--- config.mk ---
export PLATFORM = sky130hd
export DESIGN_NAME = apb_master_arbiter_flat
export DESIGN_NICKNAME = d
export VERILOG_FILES = /design/src/rtl/apb_master_arbiter_pkg.sv /design/src/rtl/apb_master_arbiter_if.sv /design/src/rtl/apb_master_arbiter_rr_arb2.sv /design/src/rtl/apb_master_arbiter.sv /design/src/flat_wrapper.sv
export SDC_FILE = /design/constraint.sdc
export NUM_CORES = 1
export LEC_CHECK = 0
export CAP_MARGIN = 10
export CORE_AREA = 2 2 114 138
export CTS_CLUSTER_SIZE = 25
export DETAILED_ROUTE_END_ITERATION = 16
export DIE_AREA = 0 0 116 140
export GPL_TIMING_DRIVEN = 1
export PLACE_DENSITY = 0.95
export SYNTH_ARGS = -nofsm -noshare
export SYNTH_HDL_FRONTEND = slang
export SYNTH_SLANG_ARGS = --single-unit
export TNS_END_PERCENT = 100
--- constraint.sdc ---
create_clock -name clk -period 6.3 [get_ports clk]
set_clock_uncertainty 0.1 [all_clocks]
set_input_delay 0.945 -clock clk [delete_from_list [all_inputs] [get_ports clk]]
set_output_delay 0.945 -clock clk [all_outputs]
set_load 0.03 [all_outputs]
--- src/rtl/apb_master_arbiter_pkg.sv ---
// Shared types for the two-requester APB master sequencer: FSM states,
// request/response records and default bus widths.
package apb_master_arbiter_pkg;

  localparam int unsigned APB_ADDR_W = 32;
  localparam int unsigned APB_DATA_W = 32;

  typedef enum logic [1:0] {
    ST_IDLE   = 2'd0,
    ST_SETUP  = 2'd1,
    ST_ACCESS = 2'd2
  } apb_state_e;

  typedef struct packed {
    logic [APB_ADDR_W-1:0] addr;
    logic                  write;
    logic [APB_DATA_W-1:0] wdata;
  } apb_req_t;

  typedef struct packed {
    logic [APB_DATA_W-1:0] rdata;
    logic                  err;
  } apb_rsp_t;

endpackage

--- src/rtl/apb_master_arbiter_if.sv ---
// Requester handshakes plus the shared APB master port of the arbiter.
interface apb_master_arbiter_if
  import apb_master_arbiter_pkg::*;
#(
  parameter int unsigned ADDR_W = APB_ADDR_W,
  parameter int unsigned DATA_W = APB_DATA_W
);
  logic              io_m0_valid;
  logic [ADDR_W-1:0] io_m0_addr;
  logic              io_m0_write;
  logic [DATA_W-1:0] io_m0_wdata;
  logic              io_m0_ready;
  logic              io_m0_rvalid;
  logic [DATA_W-1:0] io_m0_rdata;
  logic              io_m0_err;

  logic              io_m1_valid;
  logic [ADDR_W-1:0] io_m1_addr;
  logic              io_m1_write;
  logic [DATA_W-1:0] io_m1_wdata;
  logic              io_m1_ready;
  logic              io_m1_rvalid;
  logic [DATA_W-1:0] io_m1_rdata;
  logic              io_m1_err;

  logic [ADDR_W-1:0] io_out_paddr;
  logic              io_out_pwrite;
  logic              io_out_psel;
  logic              io_out_penable;
  logic [DATA_W-1:0] io_out_pwdata;
  logic [DATA_W-1:0] io_out_prdata;
  logic              io_out_pready;
  logic              io_out_pslverr;

  // Arbiter side: accepts requests, drives the APB port.
  modport master (
    input  io_m0_valid, io_m0_addr, io_m0_write, io_m0_wdata,
    output io_m0_ready, io_m0_rvalid, io_m0_rdata, io_m0_err,
    input  io_m1_valid, io_m1_addr, io_m1_write, io_m1_wdata,
    output io_m1_ready, io_m1_rvalid, io_m1_rdata, io_m1_err,
    output io_out_paddr, io_out_pwrite, io_out_psel, io_out_penable, io_out_pwdata,
    input  io_out_prdata, io_out_pready, io_out_pslverr
  );

  // Environment side: requesters and the APB decoder/slave.
  modport slave (
    output io_m0_valid, io_m0_addr, io_m0_write, io_m0_wdata,
    input  io_m0_ready, io_m0_rvalid, io_m0_rdata, io_m0_err,
    output io_m1_valid, io_m1_addr, io_m1_write, io_m1_wdata,
    input  io_m1_ready, io_m1_rvalid, io_m1_rdata, io_m1_err,
    input  io_out_paddr, io_out_pwrite, io_out_psel, io_out_penable, io_out_pwdata,
    output io_out_prdata, io_out_pready, io_out_pslverr
  );
endinterface

--- src/rtl/apb_master_arbiter_rr_arb2.sv ---
// Two-way round-robin picker; on a tie the requester other than
// i_last_grant wins. Purely combinational.
module rr_arb2 (
  input  logic [1:0] i_req,
  input  logic       i_last_grant,
  input  logic       i_en,
  output logic [1:0] o_gnt,
  output logic       o_gnt_idx
);
  always_comb begin
    o_gnt     = '0;
    o_gnt_idx = 1'b0;
    if (i_en) begin
      case (i_req)
        2'b01: begin
          o_gnt     = 2'b01;
          o_gnt_idx = 1'b0;
        end
        2'b10: begin
          o_gnt     = 2'b10;
          o_gnt_idx = 1'b1;
        end
        2'b11: begin
          o_gnt_idx = ~i_last_grant;
          o_gnt     = i_last_grant ? 2'b01 : 2'b10;
        end
        default: begin
          o_gnt     = '0;
          o_gnt_idx = 1'b0;
        end
      endcase
    end
  end
endmodule

--- src/rtl/apb_master_arbiter.sv ---
// Shares one APB master port between two single-transfer requesters with
// round-robin arbitration, SETUP/ACCESS sequencing and an ACCESS timeout.
module apb_master_arbiter
  import apb_master_arbiter_pkg::*;
#(
  parameter int unsigned TIMEOUT = 256,
  parameter int unsigned ADDR_W  = APB_ADDR_W,
  parameter int unsigned DATA_W  = APB_DATA_W
) (
  input  logic                  clk,
  input  logic                  reset,
  apb_master_arbiter_if.master  bus
);
  localparam int unsigned CNT_W = (TIMEOUT == 0) ? 1 : $clog2(TIMEOUT + 1);
  localparam logic [CNT_W-1:0] CNT_LAST = CNT_W'((TIMEOUT == 0) ? 0 : TIMEOUT - 1);

  apb_state_e        r_state;
  logic              r_last_grant;
  logic              r_owner;
  logic [ADDR_W-1:0] r_paddr;
  logic              r_pwrite;
  logic [DATA_W-1:0] r_pwdata;
  logic              r_psel;
  logic              r_penable;
  logic [CNT_W-1:0]  r_cnt;
  logic [1:0]        r_rvalid;
  logic [DATA_W-1:0] r_rdata0, r_rdata1;
  logic              r_err0, r_err1;

  logic [1:0]        w_gnt;
  logic              w_gnt_idx;
  logic              w_timeout;
  logic [DATA_W-1:0] w_rsp_rdata;
  logic              w_rsp_err;

  rr_arb2 u_arb (
    .i_req        ({bus.io_m1_valid, bus.io_m0_valid}),
    .i_last_grant (r_last_grant),
    .i_en         ((r_state == ST_IDLE) && !reset),
    .o_gnt        (w_gnt),
    .o_gnt_idx    (w_gnt_idx)
  );

  assign w_timeout   = (TIMEOUT != 0) && !bus.io_out_pready && (r_cnt == CNT_LAST);
  // An aborted access reports no data; writes never return data.
  assign w_rsp_rdata = (bus.io_out_pready && !r_pwrite) ? bus.io_out_prdata : '0;
  assign w_rsp_err   = bus.io_out_pready ? bus.io_out_pslverr : 1'b1;

  always_ff @(posedge clk) begin
    if (reset) begin
      r_state      <= ST_IDLE;
      r_last_grant <= 1'b1;
      r_owner      <= 1'b0;
      r_paddr      <= '0;
      r_pwrite     <= 1'b0;
      r_pwdata     <= '0;
      r_psel       <= 1'b0;
      r_penable    <= 1'b0;
      r_cnt        <= '0;
      r_rvalid     <= '0;
      r_rdata0     <= '0;
      r_rdata1     <= '0;
      r_err0       <= 1'b0;
      r_err1       <= 1'b0;
    end else begin
      r_rvalid <= '0;
      case (r_state)
        ST_IDLE: begin
          if (|w_gnt) begin
            r_paddr      <= w_gnt_idx ? bus.io_m1_addr  : bus.io_m0_addr;
            r_pwrite     <= w_gnt_idx ? bus.io_m1_write : bus.io_m0_write;
            r_pwdata     <= w_gnt_idx ? bus.io_m1_wdata : bus.io_m0_wdata;
            r_last_grant <= w_gnt_idx;
            r_owner      <= w_gnt_idx;
            r_psel       <= 1'b1;
            r_state      <= ST_SETUP;
          end
        end
        ST_SETUP: begin
          r_penable <= 1'b1;
          r_cnt     <= '0;
          r_state   <= ST_ACCESS;
        end
        ST_ACCESS: begin
          if (bus.io_out_pready || w_timeout) begin
            r_psel            <= 1'b0;
            r_penable         <= 1'b0;
            r_state           <= ST_IDLE;
            r_rvalid[r_owner] <= 1'b1;
            if (r_owner) begin
              r_rdata1 <= w_rsp_rdata;
              r_err1   <= w_rsp_err;
            end else begin
              r_rdata0 <= w_rsp_rdata;
              r_err0   <= w_rsp_err;
            end
          end else if (r_cnt != '1) begin
            r_cnt <= r_cnt + 1'b1;
          end
        end
        default: r_state <= ST_IDLE;
      endcase
    end
  end

  assign bus.io_m0_ready    = w_gnt[0];
  assign bus.io_m1_ready    = w_gnt[1];
  assign bus.io_m0_rvalid   = r_rvalid[0];
  assign bus.io_m1_rvalid   = r_rvalid[1];
  assign bus.io_m0_rdata    = r_rdata0;
  assign bus.io_m1_rdata    = r_rdata1;
  assign bus.io_m0_err      = r_err0;
  assign bus.io_m1_err      = r_err1;
  assign bus.io_out_paddr   = r_paddr;
  assign bus.io_out_pwrite  = r_pwrite;
  assign bus.io_out_pwdata  = r_pwdata;
  assign bus.io_out_psel    = r_psel;
  assign bus.io_out_penable = r_penable;
endmodule

--- src/flat_wrapper.sv ---
// flat-port wrapper written by rule: the top's interface ports become plain ports
module apb_master_arbiter_flat import apb_master_arbiter_pkg::*;
#(
  parameter int unsigned TIMEOUT = 256,
  parameter int unsigned ADDR_W  = APB_ADDR_W,
  parameter int unsigned DATA_W  = APB_DATA_W
)
  (clk, reset, bus_io_m0_valid, bus_io_m0_addr, bus_io_m0_write, bus_io_m0_wdata, bus_io_m0_ready, bus_io_m0_rvalid, bus_io_m0_rdata, bus_io_m0_err, bus_io_m1_valid, bus_io_m1_addr, bus_io_m1_write, bus_io_m1_wdata, bus_io_m1_ready, bus_io_m1_rvalid, bus_io_m1_rdata, bus_io_m1_err, bus_io_out_paddr, bus_io_out_pwrite, bus_io_out_psel, bus_io_out_penable, bus_io_out_pwdata, bus_io_out_prdata, bus_io_out_pready, bus_io_out_pslverr);
  apb_master_arbiter_if #(.ADDR_W(ADDR_W), .DATA_W(DATA_W)) bus_i ();
  input  logic clk;
  input  logic reset;
  input wire logic [$bits(bus_i.io_m0_valid)-1:0] bus_io_m0_valid;
  input wire logic [$bits(bus_i.io_m0_addr)-1:0] bus_io_m0_addr;
  input wire logic [$bits(bus_i.io_m0_write)-1:0] bus_io_m0_write;
  input wire logic [$bits(bus_i.io_m0_wdata)-1:0] bus_io_m0_wdata;
  output wire logic [$bits(bus_i.io_m0_ready)-1:0] bus_io_m0_ready;
  output wire logic [$bits(bus_i.io_m0_rvalid)-1:0] bus_io_m0_rvalid;
  output wire logic [$bits(bus_i.io_m0_rdata)-1:0] bus_io_m0_rdata;
  output wire logic [$bits(bus_i.io_m0_err)-1:0] bus_io_m0_err;
  input wire logic [$bits(bus_i.io_m1_valid)-1:0] bus_io_m1_valid;
  input wire logic [$bits(bus_i.io_m1_addr)-1:0] bus_io_m1_addr;
  input wire logic [$bits(bus_i.io_m1_write)-1:0] bus_io_m1_write;
  input wire logic [$bits(bus_i.io_m1_wdata)-1:0] bus_io_m1_wdata;
  output wire logic [$bits(bus_i.io_m1_ready)-1:0] bus_io_m1_ready;
  output wire logic [$bits(bus_i.io_m1_rvalid)-1:0] bus_io_m1_rvalid;
  output wire logic [$bits(bus_i.io_m1_rdata)-1:0] bus_io_m1_rdata;
  output wire logic [$bits(bus_i.io_m1_err)-1:0] bus_io_m1_err;
  output wire logic [$bits(bus_i.io_out_paddr)-1:0] bus_io_out_paddr;
  output wire logic [$bits(bus_i.io_out_pwrite)-1:0] bus_io_out_pwrite;
  output wire logic [$bits(bus_i.io_out_psel)-1:0] bus_io_out_psel;
  output wire logic [$bits(bus_i.io_out_penable)-1:0] bus_io_out_penable;
  output wire logic [$bits(bus_i.io_out_pwdata)-1:0] bus_io_out_pwdata;
  input wire logic [$bits(bus_i.io_out_prdata)-1:0] bus_io_out_prdata;
  input wire logic [$bits(bus_i.io_out_pready)-1:0] bus_io_out_pready;
  input wire logic [$bits(bus_i.io_out_pslverr)-1:0] bus_io_out_pslverr;
  assign bus_i.io_m0_valid = bus_io_m0_valid;
  assign bus_i.io_m0_addr = bus_io_m0_addr;
  assign bus_i.io_m0_write = bus_io_m0_write;
  assign bus_i.io_m0_wdata = bus_io_m0_wdata;
  assign bus_io_m0_ready = bus_i.io_m0_ready;
  assign bus_io_m0_rvalid = bus_i.io_m0_rvalid;
  assign bus_io_m0_rdata = bus_i.io_m0_rdata;
  assign bus_io_m0_err = bus_i.io_m0_err;
  assign bus_i.io_m1_valid = bus_io_m1_valid;
  assign bus_i.io_m1_addr = bus_io_m1_addr;
  assign bus_i.io_m1_write = bus_io_m1_write;
  assign bus_i.io_m1_wdata = bus_io_m1_wdata;
  assign bus_io_m1_ready = bus_i.io_m1_ready;
  assign bus_io_m1_rvalid = bus_i.io_m1_rvalid;
  assign bus_io_m1_rdata = bus_i.io_m1_rdata;
  assign bus_io_m1_err = bus_i.io_m1_err;
  assign bus_io_out_paddr = bus_i.io_out_paddr;
  assign bus_io_out_pwrite = bus_i.io_out_pwrite;
  assign bus_io_out_psel = bus_i.io_out_psel;
  assign bus_io_out_penable = bus_i.io_out_penable;
  assign bus_io_out_pwdata = bus_i.io_out_pwdata;
  assign bus_i.io_out_prdata = bus_io_out_prdata;
  assign bus_i.io_out_pready = bus_io_out_pready;
  assign bus_i.io_out_pslverr = bus_io_out_pslverr;
  apb_master_arbiter #(.TIMEOUT(TIMEOUT), .ADDR_W(ADDR_W), .DATA_W(DATA_W)) u_core (.clk(clk), .reset(reset), .bus(bus_i));
endmodule
* Yosys cells after proc, flatten, opt, wreduce, memory -nomap -nowiden
Cells that the tools add are included.
Word-level totals: register bits 148, bits in latches 0, RAM bits 0, bits in read-only memories 0, bits of input ports 168, output and inout port bits 137, memories 0
Operators by class: add/sub/neg operators 1, multipliers 0, div/mod/pow operators 0, magnitude comparators 2, equality and inequality tests 11, shifts and indexed selects 0, mux-type cells 22, bitwise operators 4, reductions and logical operators 20
Operator list (count):
- 32-bit 2-to-1 mux | 3
- 9-bit 2-to-1 mux | 2
- 9-bit case mux with 2 select lines | 1
- 2-bit case mux with 3 select lines | 2
- 3-bit AND reduction | 4
- 9-bit by 1-bit adder with 9-bit output (second input constant) | 1
- 9-bit by 8-bit equality test with 1-bit output (second input constant) | 1
- 9-bit inequality test (second input constant) | 1
- 2-bit 2-to-1 mux | 4
- 2-bit equality test (second input constant) | 3
- 1-bit 2-to-1 mux | 6
- 1-bit case mux with 2 select lines | 3
- 2-bit AND reduction | 3
- 2-bit by 1-bit equality test with 1-bit output (second input constant) | 2
- 1-bit logical AND | 4
- 2-bit by 1-bit inequality test with 1-bit output (second input constant) | 2
- 2-bit inequality test (second input constant) | 2
- 1-bit inverter | 4
- 2-bit nonzero test | 2
- 1-bit logical NOT | 3
- 3-bit OR reduction | 1
- 2-bit logical NOT | 1
- 1-bit by 2-bit less-than comparator with 1-bit output (second input constant) | 1
- 2-bit OR reduction | 1
- other kinds (3) | 3

* Logic depth before layout (Yosys ltp)
Gate-level depths: netlist of the first run.
depth in word-level cells 6, depth in mapped cells 10

* By module
Synthesis of the first run repeated with hierarchy kept, for this count alone.
Unflattened totals: cells, all modules 697, area total of the unflattened synthesis 6149.6 sq um
By module, submodules not included:
- apb_master_arbiter | times used 1, cells an instance 691, area an instance 6123.4 sq um, sequential area each 2962.8 sq um
- rr_arb2 | times used 1, cells an instance 6, area an instance 26.3 sq um, sequential area each 0.0 sq um

* Worst setup path after synthesis of the first run
OpenSTA, ideal clock, no wires.
kind input to output, from in reset, to out bus_io_m1_ready, data arrival time 1879 ps, data required time 5255 ps, path slack 3376 ps, stages on the path 4, buffers on the path 2, path through buf_2 nand3b_1 clkbuf_1 nor2_1
On the way: longest elaborated chain between the ends 3
Ends and longest elaborated chain:
- from (decl) | RTL line flat_wrapper.sv:11 | input logic reset;
- 1-bit logical NOT | RTL line apb_master_arbiter.sv:39 | .i_en ((r_state == ST_IDLE) && !reset),
- 1-bit logical AND | RTL line apb_master_arbiter.sv:39
- 2-bit 2-to-1 mux | RTL line apb_master_arbiter_rr_arb2.sv:13 | if (i_en) begin
- to (decl) | RTL line flat_wrapper.sv:24 | output wire logic [$bits(bus_i.io_m1_ready)-1:0] bus_io_m1_ready;
Every way passes these cells.

* Worst setup path after layout of the first run
from in reset, to out bus_io_m0_ready
On the way: longest elaborated chain between the ends 3
Ends and longest elaborated chain:
- 1-bit logical NOT | RTL line apb_master_arbiter.sv:39
- 1-bit logical AND | RTL line apb_master_arbiter.sv:39
- 2-bit 2-to-1 mux | RTL line apb_master_arbiter_rr_arb2.sv:13
- to (decl) | RTL line flat_wrapper.sv:16 | output wire logic [$bits(bus_i.io_m0_ready)-1:0] bus_io_m0_ready;
Every way passes these cells.

==> impl_metrics.toml, run 1 <==
[critical_path]
rr_worst_depth = 6
cp-start-kind = "input pin"
critPathMaxFanout = 38
crit_type = "in2out"
required_ns = 5.25
reg2reg_to = "u_core.bus.io_out_pwdata[13]"
worstPathArrival_ns = 2.87
crit_path_end_kind = "primary output"
worstReg2RegStart = "u_core.r_state[0]"
timing.reg2reg.setup_slack_ns = 3.18

[timing]
setup_slack_ns = 2.38
slew_violations = 0
setup_tns_ns = 0
finalCriticalPeriod_ns = 3.92
worst_pin_slew_ns = 1.14
slew_headroom_pct = 23.8
fmax_mhz = 255
setup_viol = 0
finalHoldWorstSlack_ns = 0.354
post-route-period-util_pct = 62.2
hold_viol = 0
grt_setup_unrepaired = "false"

[routing]
ant_nets = 0
routed_wl_mm = 23.1
via_per_inst = 6.01
via_count = 7507
drc_errors = 0
drtIter0Drc = 840
firstDrtPassIters = 5
wl_per_cell_um = 18.5

[placement]
dp_slack_ns = 2.42
dpl.hpwl_mm = 15.4
gp_congestion = 0.812
placed_cells = 1217
io_buffers = 304

[clock_network]
cts_resized = 0
clock_sinks = 148
cts_buffer_depth = 2
clk_pin_slew_worst_paths_ns = 0.07
cts_setup_buffers = 0
cts_buffers = 17
ctsHtreeMaxLevel = 4
cts_root_buf = "clkbuf_16"
ctsHoldBuffers = 0
clk_latency_ns = 0.40
cts_tree = "built"

[pwr]
power_uw = 2810
power.leakage_uw = 0.00328
max-vdd-ir-drop_v = 0.000147
powerDensity_nw_per_um2 = 276

[global_routing]
grt_max_degree = 108
grt_pass1_vias = 7001
grt.total_usage_pct = 27.5
grt_pass1_wl_mm = 36.1
overflow = 0
antenna_found_initial = 0

[synthesis]
seq_area_frac_synth_pct = 44.8
syn_avg_cell_area_um2 = 8.25
synth_ff_type = "dfxtp_1"
synth_top_area_cell = "dfxtp_1"
syn-instance-count = 801
synth_async_sr_flop_share_pct = 0
ys_warn_count = 0
synth.area.top_cells = "dfxtp_1 45%, a21oi_1 11%, nand4_1 9.7%"
ys_ff_latch = 148
mappedNetlistNets = 976
yosysTopAreaCellShare_pct = 44.8
synth_edf_count = 0
synth_area_um2 = 6610
ys_types = 37

[floorplanning]
core_um2 = 14800
die_area_um2 = 16200
rows = 49
dieWidth_um = 116
ios = 305
die_h_um = 140
initial_core_util_pct = 44.5

[hold_path]
hold_depth = 2
hp-start = "u_core.bus.io_m1_rdata[15]"
hold_path_end = "u_core.bus.io_m1_rdata[15]"
hold_path.class = "reg2reg"

[final_layout]
areaGrowthSynthToFinish_pct = 54.3
instances_no_fill = 1249
final_cell_mix = "302 x clkdlybuf4s50_1, 148 x dfxtp_1, 144 x a21oi_1"
num_antenna_cells = 0
final_common_cell = "clkdlybuf4s50_1"
drive_gt1_share_pct = 5.26
nets = 1207

[outcome]
status = "completed"

[job]
cap_violations = 0
## sequential cells by signal, indices dropped and copies added, names as in the netlist, 2 cells and up
| name | flops |
|---|---|
| u_core.bus.io_m0_rdata | 32 |
| u_core.r_rvalid | 2 |
| u_core.bus.io_out_paddr | 32 |
| u_core.r_state | 2 |
| u_core.r_cnt | 9 |
| u_core.bus.io_m1_rdata | 32 |
| u_core.bus.io_out_pwdata | 32 |
## worst max-delay path by stage
stage / start / to / slack, ns / cells after the start
detailed placement: reset / bus_io_m0_ready / 2.42 / 4
global placement: reset / bus_io_m0_ready / 2.42 / 4
finish: reset / bus_io_m0_ready / 2.38 / 4
global route: u_core.r_state[0] / bus_io_m0_ready / 2.22 / 5
floorplan: reset / bus_io_m1_ready / 3.38 / 4
CTS: u_core.r_state[0] / bus_io_m0_ready / 2.37 / 5
## cell families after synthesis
| group | after synthesis | synth area share [%] |
|---|---|---|
| and+or+nand+nor | 204 | 17.3 |
| adders and majority gates | 7 | 1.33 |
| buffers and inverters | 112 | 7.35 |
| AOI/OAI and AO/OA | 330 | 29.2 |
| DFF | 148 | 44.8 |
## power by group
group / total [µW] / internal (µW) / leakage, µW / switching [µW]
clock: 1080 / 643 / 0.000305 / 442
sequential: 1040 / 1000 / 0.00121 / 38.5
combinational: 690 / 279 / 0.00176 / 411
total: 2810 / 1920 / 0.00328 / 891
## layer usage
metal,GRT usage [%],wire (µm)
met1,33.1,8770
met2,47.3,11600
met3,7.10,2110
met4,9.46,575
met5,0,0
## stage by stage
stage	utilization (%)	area [µm²]
floorplan	-	6610
global placement	64.4	9560
detailed placement	64.4	9560
CTS	68.7	10200
global route	68.7	10200
finish	68.7	10200
## critical path, cell delays in order
cell             delay [ns]
buf_4                  0.23
nor2b_4                0.70
and3_1                 0.30
clkdlybuf4s50_1        0.68
## area by class of cell
type                       count  area (µm²)
clock buffer                  17         425
inverter                       7        26.3
clock inverter                15         213
tap                          204         255
fill                        1163        4640
multi-input combinational    541        3180
timing repair buffer         317        3130
sequential                   148        2960
## synth_stat cells (all sizes together), types with 3 or more instances
cell type and number:
a21oi 144, a311oi 67, buf 46, clkbuf 59
dfxtp 148, ha 7, inv 7, nand2 36
nand3 35, nand4 102, nor2 7, nor2b 3
o21ai 109, o31ai 3, or3 3, or4 5
Note: power is estimated with default switching activity, not from simulation.
==> run 2, diff against run 1 <==
Settings changed: CORE_AREA 2 2 114 138 to 2 2 118 143, DIE_AREA 0 0 116 140 to 0 0 120 145, PLACE_DENSITY 0.95 to 0.91.
Clock period 6.3 ns to 3.71 ns, I/O delays scaled along.
==> run 2 against run 1 <==
  * Global-route usage fell by 1.4 points
  * Via count rose by 0.41%
  * Combinational power rose by 71%
  * Count of clock-buffer cells in the layout rose by 1
  * Largest power group is now registers
  * Routed wire length rose by 0.54%
  * Register-to-register slack got worse by 2.3 ns
  * Cell area fell by 0.21%
  * Core utilization fell by 5.2 points
  * Critical path depth did not move
  * Worst hold slack improved by 0.0010 ns
  * Setup slack got worse by 1.6 ns
==> impl_metrics.toml, run 2 (synthesized netlist as in run 1, its figures left out) <==
[outcome]
status = "completed"

[pwr]
combPwrFrac_pct = 25.8
p_sw_share_pct = 32.8
p_int_uw = 3070
powerDensity_nw_per_um2 = 449
p_clk_share_pct = 35.7
p_sw_uw = 1500
power.leakage_uw = 0.00326
max-vdd-ir-drop_v = 0.000262
seqPwrFrac_pct = 38.5

[floorplanning]
rows = 51
die_area_um2 = 17400
die_h_um = 145
dieWidth_um = 120
core_um2 = 16000
initial_core_util_pct = 41.3
ios = 305

[timing]
finalCriticalPeriod_ns = 2.93
setup_slack_ns = 0.782
worst_pin_slew_ns = 1.01
hold_viol = 0
grt_setup_unrepaired = "false"
post-route-period-util_pct = 78.9
slew_violations = 0
setup_tns_ns = 0
fmax_mhz = 342
slew_headroom_pct = 32.8
setup_viol = 0

[final_layout]
final_cell_mix = "302 x clkdlybuf4s50_1, 148 x dfxtp_1, 144 x a21oi_1"
num_antenna_cells = 0
drive_gt1_share_pct = 5.71
final_common_cell = "clkdlybuf4s50_1"
nets = 1212
areaGrowthSynthToFinish_pct = 54.0

[clock_network]
cts_buffers = 17
cts_buffer_depth = 2
cts_tree = "built"
cts_root_buf = "clkbuf_16"
clk_latency_ns = 0.42
cts_resized = 0
clock_sinks = 148
cts_setup_buffers = 0
ctsHoldBuffers = 0
ctsHtreeMaxLevel = 4
clk_pin_slew_worst_paths_ns = 0.06

[routing]
firstDrtPassIters = 5
wl_per_cell_um = 18.4
via_count = 7538
drtIter0Drc = 691
ant_nets = 0
met1_length_mm = 8.83
via_per_inst = 5.97
dr_wl_met3_mm = 2.28
routed-wl-met2_mm = 11.2
highest_layer = "met5"
routed_wl_mm = 23.2
drc_errors = 0

[job]
cap_violations = 0

[placement]
io_buffers = 304
dp_slack_ns = 0.827
gp_congestion = 0.811
dpl.hpwl_mm = 15.4

[critical_path]
crit_path_end_kind = "primary output"
critPathMaxFanout = 8
required_ns = 3.05
crit_type = "in2out"
cp-start-kind = "input pin"
worstPathArrival_ns = 2.27

[global_routing]
overflow = 0
grt_pass1_wl_mm = 37.2
antenna_found_initial = 1
grt.total_usage_pct = 26.1
grt_pass1_vias = 7445
grt_max_degree = 80

[hold_path]
hold_path.class = "reg2reg"
run 2: path summary, 6_finish.rpt:
path / start / slack, ns / cells after the start / to
max: bus_io_m0_valid / 0.78 / 4 / bus_io_m1_ready
min: u_core.bus.io_m1_rdata[14] / 0.36 / 2 / u_core.bus.io_m1_rdata[14]
max reg2reg: u_core.r_state[1] / 0.89 / 7 / u_core.bus.io_out_paddr[12]
min reg2reg: u_core.bus.io_m1_rdata[14] / 0.36 / 2 / u_core.bus.io_m1_rdata[14]
run 2: cell type report:
cell class                      instances  area, µm²
Clock inverter                         14        118
Clock buffer                           18        439
Inverter                                7       26.3
Timing Repair Buffer                  322       3180
Sequential cell                       148       2960
Tap cell                              212        265
Fill cell                            1306       5840
Multi-Input combinational cell        541       3180
run 2: critical path: stages:
cell	delay (ns)
clkdlybuf4s50_1	0.59
and2_2	0.30
nor2_1	0.13
clkdlybuf4s50_1	0.69
run 2: metrics by stage:
stage          std cells  util (%)  hold WS [ns]  power [µW]  cell area (µm²)
2_1_floorplan        801         -         0.352        2450             6610
3_3_place_gp        1230      60.1         0.341        2950             9620
3_5_place_dp        1230      60.1         0.350        2960             9620
4_1_cts             1262      63.5         0.360        4590            10200
5_1_grt             1262      63.5         0.378        4770            10200
6_report            1262      63.5         0.355        4570            10200
run 2: power by group through the flow:
stage / Combinational [µW] / Clock, µW / Sequential (µW)
final: 1180 / 1630 / 1760
after global routing: 1260 / 1740 / 1770
after CTS: 1180 / 1660 / 1760
after detailed placement: 1170 / 0 / 1790
after global placement: 1160 / 0 / 1790
after floorplan: 466 / 0 / 1980
run 2: layer usage:
metal  vias up  track usage [%]
li1       3528                -
met1      3520             31.0
met2       420             42.4
met3        68             8.53
met4         2             12.4
met5         -                0
==> run 3, diff against run 2 <==
Settings changed: CORE_AREA 2 2 118 143 to 2 2 124 150, DIE_AREA 0 0 120 145 to 0 0 126 152, PLACE_DENSITY 0.91 to 0.88.
Clock period 3.71 ns to 2.66 ns, I/O delays scaled along.
==> run 3 against run 2 <==
  * Count of clock-buffer cells in the layout rose by 1
  * Worst hold slack got worse by 0.046 ns
  * Non-clock buffer count rose by 5
  * Critical path depth rose by 3
  * Sequential share of layout area fell by 0.49 points
  * Critical endpoint is now u_core.r_cnt[5]
  * Largest power group is now the clock network
==> impl_metrics.toml, run 3 (synthesized netlist as in run 1, its figures left out) <==
[critical_path]
crit_type = "reg2reg"
reg2reg_to = "u_core.r_cnt[5]"
worstReg2RegStart = "u_core.r_cnt[0]"
worstPathArrival_ns = 2.57
critPathMaxFanout = 15
cp_num_buf_inv = 0
timing.reg2reg.setup_slack_ns = 0.32
crit_path_end_kind = "flip-flop"
critical_path.top_delay_family = "simple AND/OR/NAND/NOR gates"
slowest_delay_ns = 0.54
path_common_cell = "ha_1"
required_ns = 2.89
rr_worst_depth = 7
cp-endpoint = "u_core.r_cnt[5]"
path_depth = 7
startpoint = "u_core.r_cnt[0]"
cp-start-kind = "flip-flop"
path_cells = "ha_1, nand3_1, nor2_1, ha_1, o31a_1, or4_1, a21oi_1"
cp_slowest_cell = "or4_1"

[floorplanning]
dieWidth_um = 126
die_area_um2 = 19200
initial_core_util_pct = 37.0
die_h_um = 152
ios = 305
core_um2 = 17800
rows = 54

[timing]
setup_tns_ns = 0
slew_violations = 0
finalCriticalPeriod_ns = 2.34
hold_viol = 0
post-route-period-util_pct = 88.1
setup_viol = 0
slew_headroom_pct = 57.2
grt_setup_unrepaired = "false"
fmax_mhz = 427
worst_pin_slew_ns = 0.635

[clock_network]
clock_sinks = 148
cts_resized = 0
cts_tree = "built"
ctsHtreeMaxLevel = 4
clk_latency_ns = 0.41
cts_buffers = 17
cts_buffer_depth = 2
cts_setup_buffers = 0
ctsHoldBuffers = 0
cts_root_buf = "clkbuf_16"
clk_pin_slew_worst_paths_ns = 0.06

[final_layout]
num_antenna_cells = 0
final_common_cell = "clkdlybuf4s50_1"
fin_area_um2 = 10400
nets = 1217
fin_util_pct = 58.0
areaGrowthSynthToFinish_pct = 56.7
drive_gt1_share_pct = 6.26
final_cell_mix = "300 x clkdlybuf4s50_1, 148 x dfxtp_1, 144 x a21oi_1"

[global_routing]
grt_pass1_wl_mm = 36.6
antenna_found_initial = 0
overflow = 0
grt.total_usage_pct = 23.2
grt_max_degree = 121
grt_pass1_vias = 7055

[hold_path]
hold_path.class = "in2reg"

[outcome]
status = "completed"

[placement]
gp_congestion = 0.817
dpl.hpwl_mm = 16.0
place_area_um2 = 9710
io_buffers = 304

[routing]
routed_wl_mm = 23.2
drc_errors = 0
via_per_inst = 5.94
firstDrtPassIters = 5
wl_per_cell_um = 18.2
via_count = 7596
ant_nets = 0
drtIter0Drc = 544

[pwr]
powerDensity_nw_per_um2 = 653
power.leakage_uw = 0.00336
power_uw = 6760
max-vdd-ir-drop_v = 0.000435

[job]
cap_violations = 0
[run 3: changes by cell type in the layout (fill, tap and decap cells not counted), moves of 2 or more]
cell             delta
buf_12              +3
buf_4               +4
bufinv_16           +4
clkdlybuf4s50_1     -2
clkinv_4            +3
clkinvlp_4          -5
inv_6               -2
[run 3: worst register-to-register path, stage by stage (launching register included)]
cell and delay [ns]:
dfxtp_1 0.35, ha_1 0.24, nand3_1 0.09, nor2_1 0.06, ha_1 0.28, o31a_1 0.45
or4_1 0.54, a21oi_1 0.17
[run 3: worst min path at each step]
stage | depth (start not counted) | from | slack [ns] | endpoint
floorplan | 2 | u_core.r_cnt[5] | 0.35 | u_core.r_cnt[5]
global placement | 2 | u_core.bus.io_m1_rdata[1] | 0.34 | u_core.bus.io_m1_rdata[1]
detailed placement | 2 | u_core.bus.io_m1_rdata[1] | 0.35 | u_core.bus.io_m1_rdata[1]
CTS | 2 | reset | 0.30 | u_core.bus.io_out_pwrite
global route | 2 | reset | 0.31 | u_core.bus.io_out_pwdata[22]
finish | 2 | reset | 0.31 | u_core.bus.io_out_pwrite
[run 3: layer usage]
layer | up-vias | GRT usage (%) | routed length, µm
met5 | - | 0 | 0
met4 | 0 | 9.68 | 686
met3 | 50 | 6.16 | 2110
met2 | 432 | 38.2 | 11400
met1 | 3561 | 28.5 | 9010
li1 | 3553 | - | -
[run 3: power by group]
group | internal, µW | switching [µW]
logic | 692 | 974
clock network | 1640 | 988
registers | 2370 | 92.5
total | 4700 | 2050
[run 3: area by class of cell]
class	count	area, µm²
clock buffers	19	453
clock inverters	12	193
fillers	1555	7490
inverters	7	26.3
multi-input cells	541	3180
flip-flops and latches	148	2960
well taps	224	280
repair buffers	327	3250
[run 3: per-stage QoR]
step                hold WS, ns  setup WS [ns]  instances
floorplan                 0.352          0.579        801
global route              0.308          0.141       1278
finish                    0.310          0.316       1278
detailed placement        0.346          0.339       1247
CTS                       0.296          0.314       1278
global placement          0.341          0.401       1247
